### src/rtl/vend_sequencer.sv
// rtl/vend_sequencer.sv - vending machine credit/dispense/change sequencer
module vend_sequencer #(
    parameter int PRICE0  = 3,
    parameter int PRICE1  = 4,
    parameter int PRICE2  = 6,
    parameter int PRICE3  = 9,
    parameter int TIMEOUT = 15
) (
    input  logic       clk,
    input  logic       rst,
    input  logic       coin_valid,
    input  logic [1:0] coin_val,
    input  logic       sel_valid,
    input  logic [1:0] sel,
    input  logic       cancel,
    input  logic       disp_ack,
    input  logic       chg_ack,
    output logic       disp_req,
    output logic [1:0] disp_item,
    output logic       chg_req,
    output logic [4:0] credit,
    output logic       ready,
    output logic       coin_rej,
    output logic       no_funds,
    output logic       err
);

    localparam int CW = (TIMEOUT > 1) ? $clog2(TIMEOUT) : 1;
    localparam logic [CW-1:0] CNT_LAST = CW'(TIMEOUT - 1);

    typedef enum logic [1:0] {
        S_IDLE,
        S_CREDIT,
        S_DISPENSE,
        S_CHANGE
    } state_t;

    state_t        r_state, w_state;
    logic [4:0]    r_credit, w_credit;
    logic          r_disp_req, w_disp_req;
    logic [1:0]    r_disp_item, w_disp_item;
    logic          r_chg_req, w_chg_req;
    logic          r_coin_rej, w_coin_rej;
    logic          r_no_funds, w_no_funds;
    logic          r_err, w_err;
    logic [CW-1:0] r_cnt, w_cnt;

    logic          w_coin_ev;
    logic [4:0]    w_coin_amt;
    logic [5:0]    w_sum;
    logic [4:0]    w_sel_price;
    logic [4:0]    w_item_price;

    function automatic logic [4:0] price_of(input logic [1:0] idx);
        case (idx)
            2'd0:    return 5'(PRICE0);
            2'd1:    return 5'(PRICE1);
            2'd2:    return 5'(PRICE2);
            default: return 5'(PRICE3);
        endcase
    endfunction

    // Coin code 00 is treated as no coin at all, never as a rejected one.
    assign w_coin_ev    = coin_valid && (coin_val != 2'b00);
    assign w_coin_amt   = (coin_val == 2'b11) ? 5'd5 : {3'b000, coin_val};
    assign w_sum        = {1'b0, r_credit} + {1'b0, w_coin_amt};
    assign w_sel_price  = price_of(sel);
    assign w_item_price = price_of(r_disp_item);

    always_ff @(posedge clk or posedge rst) begin
        if (rst) begin
            r_state     <= S_IDLE;
            r_credit    <= 5'd0;
            r_disp_req  <= 1'b0;
            r_disp_item <= 2'd0;
            r_chg_req   <= 1'b0;
            r_coin_rej  <= 1'b0;
            r_no_funds  <= 1'b0;
            r_err       <= 1'b0;
            r_cnt       <= '0;
        end else begin
            r_state     <= w_state;
            r_credit    <= w_credit;
            r_disp_req  <= w_disp_req;
            r_disp_item <= w_disp_item;
            r_chg_req   <= w_chg_req;
            r_coin_rej  <= w_coin_rej;
            r_no_funds  <= w_no_funds;
            r_err       <= w_err;
            r_cnt       <= w_cnt;
        end
    end

    always_comb begin
        w_state     = r_state;
        w_credit    = r_credit;
        w_disp_req  = r_disp_req;
        w_disp_item = r_disp_item;
        w_chg_req   = r_chg_req;
        w_coin_rej  = 1'b0;
        w_no_funds  = 1'b0;
        w_err       = r_err;
        w_cnt       = r_cnt;
        case (r_state)
            S_IDLE: begin
                if (w_coin_ev) begin
                    w_credit = w_sum[4:0];
                    w_err    = 1'b0;
                    w_state  = S_CREDIT;
                end
            end
            S_CREDIT: begin
                // Priority: cancel, then coin, then selection.
                if (cancel) begin
                    w_coin_rej = w_coin_ev;
                    w_chg_req  = (r_credit != 5'd0);
                    w_state    = S_CHANGE;
                end else if (w_coin_ev) begin
                    if (w_sum > 6'd31) begin
                        w_coin_rej = 1'b1;
                    end else begin
                        w_credit = w_sum[4:0];
                    end
                end else if (sel_valid) begin
                    if (r_credit >= w_sel_price) begin
                        w_disp_item = sel;
                        w_credit    = r_credit - w_sel_price;
                        w_disp_req  = 1'b1;
                        w_cnt       = '0;
                        w_state     = S_DISPENSE;
                    end else begin
                        w_no_funds = 1'b1;
                    end
                end
            end
            S_DISPENSE: begin
                w_coin_rej = w_coin_ev;
                if (disp_ack) begin
                    w_disp_req = 1'b0;
                    if (r_credit != 5'd0) begin
                        w_chg_req = 1'b1;
                        w_state   = S_CHANGE;
                    end else begin
                        w_state = S_IDLE;
                    end
                end else if (r_cnt == CNT_LAST) begin
                    // Dispenser never answered: refund the item price as change.
                    w_disp_req = 1'b0;
                    w_credit   = r_credit + w_item_price;
                    w_err      = 1'b1;
                    w_chg_req  = 1'b1;
                    w_state    = S_CHANGE;
                end else begin
                    w_cnt = r_cnt + 1'b1;
                end
            end
            S_CHANGE: begin
                w_coin_rej = w_coin_ev;
                if (r_credit == 5'd0) begin
                    w_chg_req = 1'b0;
                    w_state   = S_IDLE;
                end else if (chg_ack) begin
                    w_credit = r_credit - 5'd1;
                    if (r_credit == 5'd1) begin
                        w_chg_req = 1'b0;
                        w_state   = S_IDLE;
                    end
                end
            end
            default: w_state = S_IDLE;
        endcase
    end

    assign ready     = (r_state == S_IDLE);
    assign credit    = r_credit;
    assign disp_req  = r_disp_req;
    assign disp_item = r_disp_item;
    assign chg_req   = r_chg_req;
    assign coin_rej  = r_coin_rej;
    assign no_funds  = r_no_funds;
    assign err       = r_err;

endmodule

### config.mk
export PLATFORM = sky130hd
export DESIGN_NAME = vend_sequencer
export DESIGN_NICKNAME = d
export VERILOG_FILES = /design/src/rtl/vend_sequencer.sv
export SDC_FILE = /design/constraint.sdc
export NUM_CORES = 1
export LEC_CHECK = 0
export ABC_AREA = 1
export BUFFER_PORTS_ARGS = -buffer_cell sky130_fd_sc_hd__buf_2
export CORE_MARGIN = 2
export CORE_UTILIZATION = 50
export CTS_BUF_LIST = sky130_fd_sc_hd__clkbuf_8
export DETAILED_ROUTE_END_ITERATION = 7
export GPL_ROUTABILITY_DRIVEN = 0
export PLACE_DENSITY = 0.76
export SYNTH_ARGS = -nofsm -noshare
export SYNTH_HDL_FRONTEND = slang
export SYNTH_SLANG_ARGS = --single-unit
### constraint.sdc
create_clock -name clk -period 2.3 [get_ports clk]
set_clock_uncertainty 0.05 [all_clocks]
set_input_delay 0.115 -clock clk [delete_from_list [all_inputs] [get_ports clk]]
set_output_delay 0.115 -clock clk [all_outputs]
set_load 0.005 [all_outputs]
==> results.yml, run 1 <==
final_layout:
  drive_gt1_frac: 0.210
  multi_input_area_mm2: 0.00139
  finish.utilization: 0.578
  seq_area_um2: 450
  n_antenna_cell: 0
  layout_commonest_cell: "nand2_1"
  area_growth_pct: 12.5
  layout.cells.non_filler: 369
  nets: 356
  fill_cells: 403
  final_cell_mix: "83 x nand2_1, 36 x inv_1, 35 x nand3_1"
global_route:
  busiest_layer: "met2"
  met1_usage: 0.324
  antenna_found_initial: 0
  use_met3: 0.0197
  grt_pass1_vias: 1613
  met2_usage: 0.350
  grt_max_degree: 19
  grt_pass1_wl_um: 7670
  track_usage: 0.221
  gr-total-overflow: 0
yosys:
  synth_top_area_share: 0.221
  seq_area_frac_synth: 0.221
  syn_nets: 327
  synth_area_leaders: "dfrtp_1 22%, nand2_1 15%, ha_1 13%"
  ys_ff_latch: 18
  synth.distinct_cells: 36
  synth_warnings: 0
  synth_largest_area_cell: "dfrtp_1"
  syn_inst: 291
  postSynthAreaPerCell_um2: 7.01
  netlist_area_mm2: 0.00204
sta:
  worst_slew_pin_slew_ns: 0.715
  setup_tns_ns: 0
  setup_slack_ns: 0.115
  slew_headroom: 0.523
  drv_slew: 0
  setup_viol_count_final: 0
  fmax_ghz: 0.458
  period_minus_slack_ns: 2.19
  hold_viol_final: 0
  fin_crit_sh: 0.950
  rsz0062_at_grt: "true"
place:
  hpwl_um: 3730
  place_ws_ns: 0.161
  dpl.cell_count: 363
  port_buffers: 23
clocking:
  cts_sinks: 18
  cts.clk_slew.worst_paths_ns: 0.08
  clock_path_buffers: 2
  worstSkewPairLatency_ns: 0.26
  clockRootBuffer: "clkbuf_8"
  cts_tree: "yes"
  cts_buffers: 3
  cts-htree-levels: 1
flow_run:
  cap_violations: 0
power:
  power_frac_clock: 0.083
  internal-power_mw: 1.52
  p_leak_nw: 1.32
  finalPower_mw: 3.24
  ir_worst_vdd_v: 0.000638
  p_seq_frac: 0.200
  switching_share: 0.531
  power_switching_mw: 1.72
  p_comb_frac: 0.717
  power_density_mw_per_mm2: 1410
floorplan:
  rows: 23
  coreArea_mm2: 0.00397
  fp.dieArea_mm2: 0.00461
  die_w_um: 67.9
  die_h_um: 67.9
  start_util: 0.514
  io_pins: 24
routing:
  drt-total-wl_um: 4600
  vias: 1905
  drcViolationCount: 0
  routedWlPerCell_um: 12.5
  drtAntennaViolNets: 0
  drt-initial-drc-count: 108
  vias_per_cell: 5.16
  dr.pass1.iters: 4
critical_path:
  startpoint_type: "flip-flop"
  criticalPathCategory: "reg2reg"
  end_kind: "flip-flop"
  arrival_ns: 2.29
  path_max_fanout: 5
  worstPathRequired_ns: 2.41
  r2r.worst_path.cells: 13
worst_hold_path:
  worst_hold_path.num_cells: 3
  hold_class: "in2reg"
run_status:
  status: "finished clean"
synth_stat cells, drive strengths merged:
cell / count
buf: 4
fa: 3
nand3: 39
nor3: 1
clkbuf: 1
inv: 44
o21ai: 18
a2bb2oi: 1
o2111ai: 1
nand4: 3
o21a: 1
ha: 22
nor2: 27
nand2: 91
a22oi: 1
dfrtp: 18
o21bai: 1
and2: 1
or2: 2
xor2: 4
a21oi: 8
power by group through the flow:
stage | Combinational (mW) | Clock, mW | Sequential (mW)
6_report | 2.32 | 0.268 | 0.647
4_1_cts | 2.28 | 0.272 | 0.649
3_3_place_gp | 2.23 | 0 | 0.649
2_1_floorplan | 1.82 | 0 | 0.570
5_1_grt | 2.63 | 0.289 | 0.670
3_5_place_dp | 2.26 | 0 | 0.653
through the flow:
step           hold WS (ns)  instance area, um2
2_1_floorplan       0.00357                2040
3_3_place_gp          0.219                2210
3_5_place_dp          0.215                2210
4_1_cts               0.109                2270
5_1_grt               0.126                2290
6_report              0.103                2290
cell families after synthesis:
| kind of cell | after synthesis | synth area share |
|---|---|---|
| and+or+nand+nor | 164 | 0.406 |
| buffers and inverters | 49 | 0.102 |
| AOI/OAI and AO/OA | 31 | 0.0890 |
| adders and majority gates | 25 | 0.164 |
| DFF | 18 | 0.221 |
| xor gates and xnor gates | 4 | 0.0172 |
worst max-delay path: stages (launching register included):
cell and delay (ns):
dfrtp_1 0.42, inv_1 0.09, ha_4 0.27, inv_1 0.04, ha_1 0.19, fa_1 0.40
nand3_1 0.13, nand3_1 0.09, nand3_1 0.09, nand2_1 0.05, nor2_1 0.10, nand2_1 0.06
nand2_1 0.05, nand2_1 0.04
sequential cells by signal, summed over array words and instances, names as in the netlist:
register and count:
disp_req 1, credit 5, disp_item 2, coin_rej 1
r_state 2, chg_req 1, no_funds 1, r_cnt 4
err 1
metal layers:
metal / vias to the layer above / wire length, um
met5: - / 0
met4: 0 / 47
met3: 5 / 251
met2: 50 / 2120
met1: 856 / 2190
li1: 994 / -
timing repair:
item | in CTS | in global routing
endpoints found under the hold margin | 18 | 0
hold buffers | 1 | 0
resized for setup | 0 | 1
buffers inserted | 0 | 1
endpoints found under the setup margin | 0 | 2
final timing paths:
path                              startpoint         end  slack [ns]
worst min register to register       chg_req     chg_req        0.42
worst max-delay path            disp_item[1]   credit[4]        0.11
min in group asynchronous                rst    no_funds        0.46
worst min-delay path               sel_valid    no_funds        0.10
worst max register to register  disp_item[1]   credit[4]        0.11
max in group asynchronous                rst  r_state[0]        1.29
cell type report:
cell class	count	area share
multi-input combinational	224	0.607
tap	50	0.0273
timing repair buffer	29	0.0709
clock buffer	4	0.0240
inverter	44	0.0742
sequential	18	0.196
No activity file was read; power rests on OpenSTA's default activity.
==> inputs of run 2 (changes only) <==
- ABC_AREA: 1 -> unset
- CAP_MARGIN: unset -> 0
- PLACE_DENSITY: 0.76 -> 0.77
==> run 2 against run 1 <==
- clock power is 6% lower
- setup slack got worse by 0.049 ns
- via count is 13% lower
- core utilization up 6.4 points
- global-route usage down 1.0 points
- fmax fell by 2.2%
==> results.yml, run 2 <==
run_status:
  status: "finished clean"
routing:
  drt-initial-drc-count: 127
  drt-total-wl_um: 4180
  drtAntennaViolNets: 0
  dr.pass1.iters: 5
  routedWlPerCell_um: 14.6
  vias: 1655
  vias_per_cell: 5.77
  drcViolationCount: 0
critical_path:
  max_stage_delay_ns: 0.48
  cp_cell_sequence: "inv_2, ha_4, inv_1, ha_1, fa_1, inv_1, mux4_2, o21ai_2, nand2_1, o21ai_0"
  cp_num_buf_inv: 3
  path_max_fanout: 2
  end_kind: "flip-flop"
  path_common_cell: "inv_1"
  crit_family: "adder cells"
  criticalPathCategory: "reg2reg"
  cpMaxStageDelayCell: "fa_1"
  arrival_ns: 2.36
  startpoint_type: "flip-flop"
  worstPathRequired_ns: 2.42
clocking:
  clock_path_buffers: 2
  cts-htree-levels: 1
  cts_tree: "yes"
  worstSkewPairLatency_ns: 0.25
  cts_buffers: 3
  clockRootBuffer: "clkbuf_8"
  cts_sinks: 18
  post_cts_buffers: 0
  cts.clk_slew.worst_paths_ns: 0.06
yosys:
  netlist_area_mm2: 0.00175
  async_reset_ff_frac: 1.00
  synth.distinct_cells: 48
  postSynthAreaPerCell_um2: 8.71
  syn_inst: 201
  syn_nets: 237
  synth_area_leaders: "dfrtp_1 26%, ha_1 16%, o21ai_0 6.6%"
  synth_top_area_share: 0.257
  ys_ff_latch: 18
  synth.most_common_cell: "o21ai_0"
  synthTopCellsByCount: "23 x o21ai_0, 22 x ha_1, 19 x inv_1"
  seq_area_frac_synth: 0.257
  synth_edf_count: 0
  ys.flop_type: "dfrtp_1"
  synth_largest_area_cell: "dfrtp_1"
  synth_warnings: 0
sta:
  fin_crit_sh: 0.971
  fmax_ghz: 0.448
  worst_slew_pin_slew_ns: 0.660
  period_minus_slack_ns: 2.23
  setup_slack_ns: 0.0659
  setup_viol_count_final: 0
  slew_headroom: 0.559
  hold_viol_final: 0
  drv_slew: 0
power:
  p_leak_nw: 1.01
  finalPower_mw: 3.28
  switching_share: 0.458
  power_frac_clock: 0.077
  p_comb_frac: 0.742
  p_seq_frac: 0.181
  power_switching_mw: 1.50
  internal-power_mw: 1.78
  ir_worst_vdd_v: 0.000780
  power_density_mw_per_mm2: 1520
global_route:
  track_usage: 0.211
  gr-total-overflow: 0
  grt_pass1_vias: 1468
  grt_pass1_wl_um: 6680
  antenna_found_initial: 0
  grt_max_degree: 19
final_layout:
  layout.cells.non_filler: 287
  n_antenna_cell: 0
  layout_commonest_cell: "buf_2"
  final_cell_area_mm2: 0.00216
  area_growth_pct: 23.2
  drive_gt1_frac: 0.295
  largest_reg_flops: 5
  nets: 278
  final_cell_mix: "23 x buf_2, 22 x o21ai_0, 19 x ha_1, 19 x buf_4"
floorplan:
  start_util: 0.521
  fp.dieArea_mm2: 0.00399
  io_pins: 24
  rows: 21
  coreArea_mm2: 0.00336
  die_w_um: 63.2
  die_h_um: 63.2
place:
  port_buffers: 23
  hpwl_um: 3200
  place_ws_ns: -0.0239
  dpl.cell_count: 282
  dpl_cell_area_mm2: 0.00202
worst_hold_path:
  hold_class: "in2reg"
flow_run:
  cap_violations: 0
[run 2: final cells by class]
class,instances,area (um2)
inverters,19,71.3
clock buffers,4,55.1
multi-input cells,157,1250
well taps,46,57.6
fillers,316,1200
repair buffers,43,268
flip-flops and latches,18,452
[run 2: repair_timing]
action                     CTS  global route
setup endpoints to repair    0             9
gates resized for setup      0            15
hold endpoints to repair    18             0
hold buffers                 1             0
[run 2: layer usage]
| layer | vias up | global-route usage | routed length, um |
|---|---|---|---|
| met2 | 64 | 0.334 | 2000 |
| met1 | 786 | 0.298 | 1840 |
| li1 | 797 | - | - |
| met5 | - | 0 | 0 |
| met3 | 8 | 0.0429 | 290 |
| met4 | 0 | 0.0462 | 42 |
[run 2: metrics by stage]
stage / TNS, ns / utilization / hold WS (ns)
2_1_floorplan: 0 / - / 0.00357
4_1_cts: 0 / 0.620 / 0.0729
5_1_grt: -0.0177 / 0.642 / 0.105
3_3_place_gp: 0 / 0.601 / 0.207
6_report: 0 / 0.642 / 0.0728
3_5_place_dp: -0.0239 / 0.601 / 0.193
[run 2: logic make-up after synthesis]
family / Yosys count / share of synthesized area
simple gates: 59 / 0.179
buf+inv: 26 / 0.0671
flops: 18 / 0.257
xor+xnor: 7 / 0.0350
fa+ha+maj: 25 / 0.191
compound gates: 62 / 0.231
mux: 4 / 0.0400
[run 2: path summary, 6_finish.rpt]
kind	slack (ns)	end	cells past startpoint	from
max	0.07	credit[1]	10	disp_item[0]
min	0.07	disp_item[1]	3	sel[1]
max reg2reg	0.07	credit[1]	10	disp_item[0]
min reg2reg	0.46	r_cnt[3]	1	r_cnt[3]
max in group asynchronous	1.29	credit[2]	3	rst
min in group asynchronous	0.45	disp_item[1]	3	rst
[run 2: worst reg2reg max path: stages (launching register included)]
cell	delay (ns)
dfrtp_1	0.37
inv_2	0.06
ha_4	0.26
inv_1	0.04
ha_1	0.20
fa_1	0.48
inv_1	0.04
mux4_2	0.46
o21ai_2	0.07
nand2_1	0.06
o21ai_0	0.07
[run 2: power by group through the flow]
| stage | combinational [mW] | clock [mW] | sequential, mW |
|---|---|---|---|
| final | 2.44 | 0.253 | 0.594 |
| after floorplan | 1.55 | 0 | 0.578 |
| after detailed placement | 2.24 | 0 | 0.582 |
| after global placement | 2.20 | 0 | 0.577 |
| after CTS | 2.26 | 0.259 | 0.578 |
| after global routing | 2.71 | 0.270 | 0.609 |
==> inputs of run 3 (changes only) <==
- HOLD_SLACK_MARGIN: unset -> 0.15
==> run 3 against run 2 <==
- fmax down 0.41%
- highest routed layer unchanged
- critical path type unchanged
- setup slack worse by 0.0091 ns
- die area unchanged
==> results.yml, run 3 (synthesis results as in run 2) <==
critical_path:
  worstPathRequired_ns: 2.42
  end_kind: "flip-flop"
  criticalPathCategory: "reg2reg"
  r2r.worst_path.cells: 10
  timing.rr.end: "credit[1]"
  cpMaxStageDelayCell: "fa_1"
  path_common_cell: "inv_1"
  rr_startpoint: "disp_item[0]"
  rrSetupSlack_ns: 0.06
  arrival_ns: 2.36
  path_max_fanout: 2
  cp_cell_sequence: "inv_2, ha_4, inv_1, ha_1, fa_1, inv_1, mux4_2, o21ai_2, nand2_1, o21ai_0"
  max_stage_delay_ns: 0.48
  startpoint_type: "flip-flop"
global_route:
  grt_pass1_wl_um: 6770
  track_usage: 0.214
  gr-total-overflow: 0
  grt_pass1_vias: 1479
  grt_max_degree: 19
  antenna_found_initial: 0
floorplan:
  coreArea_mm2: 0.00336
  io_pins: 24
  rows: 21
  die_h_um: 63.2
  start_util: 0.521
  fp.dieArea_mm2: 0.00399
  die_w_um: 63.2
routing:
  drt-initial-drc-count: 123
  drtAntennaViolNets: 0
  drt-total-wl_um: 4190
  drcViolationCount: 0
  vias: 1651
  dr.pass1.iters: 4
  vias_per_cell: 5.71
  routedWlPerCell_um: 14.5
final_layout:
  layout.cells.non_filler: 289
  layout_commonest_cell: "buf_2"
  finish.utilization: 0.648
  drive_gt1_frac: 0.292
  area_growth_pct: 24.4
  final_cell_area_mm2: 0.00218
  nets: 280
  fill_cells: 312
  n_antenna_cell: 0
  largest_reg_flops: 5
  final_cell_mix: "23 x buf_2, 22 x o21ai_0, 19 x ha_1, 19 x buf_4"
worst_hold_path:
  hp-start: "disp_ack"
  whs_endpoint: "r_cnt[0]"
  hold_class: "in2reg"
  worst_hold_path.num_cells: 3
place:
  dpl.cell_count: 282
  dpl_cell_area_mm2: 0.00202
  place_ws_ns: -0.0239
  hpwl_um: 3200
  port_buffers: 23
power:
  power_density_mw_per_mm2: 1510
  p_leak_nw: 1.02
  ir_worst_vdd_v: 0.000784
flow_run:
  cap_violations: 0
clocking:
  cts-htree-levels: 1
  clock_path_buffers: 2
  cts_tree: "yes"
  cts_sinks: 18
  worstSkewPairLatency_ns: 0.25
  cts_buffers: 3
  cts.clk_slew.worst_paths_ns: 0.06
  post_cts_buffers: 0
  clockRootBuffer: "clkbuf_8"
sta:
  setup_viol_count_final: 0
  worst_slew_pin_slew_ns: 0.666
  hold_viol_final: 0
  drv_slew: 0
  period_minus_slack_ns: 2.24
  slew_headroom: 0.556
  fin_crit_sh: 0.975
  setup_slack_ns: 0.0568
  fmax_ghz: 0.446
run_status:
  status: "finished clean"
==> run 3: cell count changes in the layout (fill, tap and decap cells not counted) <==
| cell | before | now |
|---|---|---|
| dlygate4sd3_1 | 1 | 3 |
==> run 3: layer usage <==
| layer | part of all wire | wire length (um) | global-route usage |
|---|---|---|---|
| met1 | 0.45 | 1870 | 0.304 |
| met2 | 0.48 | 2020 | 0.339 |
| met4 | 0.010 | 42 | 0.0462 |
| met5 | 0 | 0 | 0 |
| met3 | 0.062 | 261 | 0.0429 |
==> run 3: worst max-delay path, delay by kind of cell (launching register included) <==
| kind | cells | cell delay (ns) |
|---|---|---|
| adder cells (fa/ha/maj) | 3 | 0.95 |
| multiplexers | 1 | 0.46 |
| buffers and inverters | 3 | 0.14 |
| flip-flops | 1 | 0.37 |
| AO/OA/AOI/OAI | 2 | 0.14 |
| AND/OR/NAND/NOR | 1 | 0.06 |
==> run 3: power breakdown <==
group	switching [mW]	leakage, nW	total (mW)	internal, mW
sequential	0.147	0.219	0.595	0.448
clock	0.101	0.0288	0.253	0.152
combinational	1.26	0.767	2.44	1.19
==> run 3: area by class of cell <==
class	count	area, um2	share of cell area
multi-input combinational	157	1250	0.576
timing repair buffer	45	288	0.132
sequential	18	452	0.207
clock buffer	4	55.1	0.0253
inverter	19	71.3	0.0327
tap	46	57.6	0.0264
==> run 3: timing repair <==
item,CTS,global route
setup endpoints to repair,0,9
hold endpoints to repair,20,0
hold buffers,3,0
gates resized for setup,0,15
==> run 3: worst max-delay path by stage <==
stage | startpoint | slack (ns) | to | cells after the start
after floorplan | disp_item[1] | 0.10 | credit[1] | 10
after global placement | disp_item[0] | 0.05 | credit[1] | 10
after detailed placement | sel[0] | -0.02 | r_state[0] | 12
after CTS | credit[2] | 0.008 | r_state[0] | 8
after global routing | disp_item[0] | -0.02 | credit[1] | 10
final | disp_item[0] | 0.06 | credit[1] | 10
==> run 3: metrics by stage <==
stage	hold slack [ns]	total power, mW	setup TNS (ns)
after detailed placement	0.193	2.82	-0.0239
after CTS	0.189	3.10	0
after global placement	0.207	2.78	0
after global routing	0.259	3.59	-0.0156
after floorplan	0.00357	2.13	0
final	0.213	3.29	0
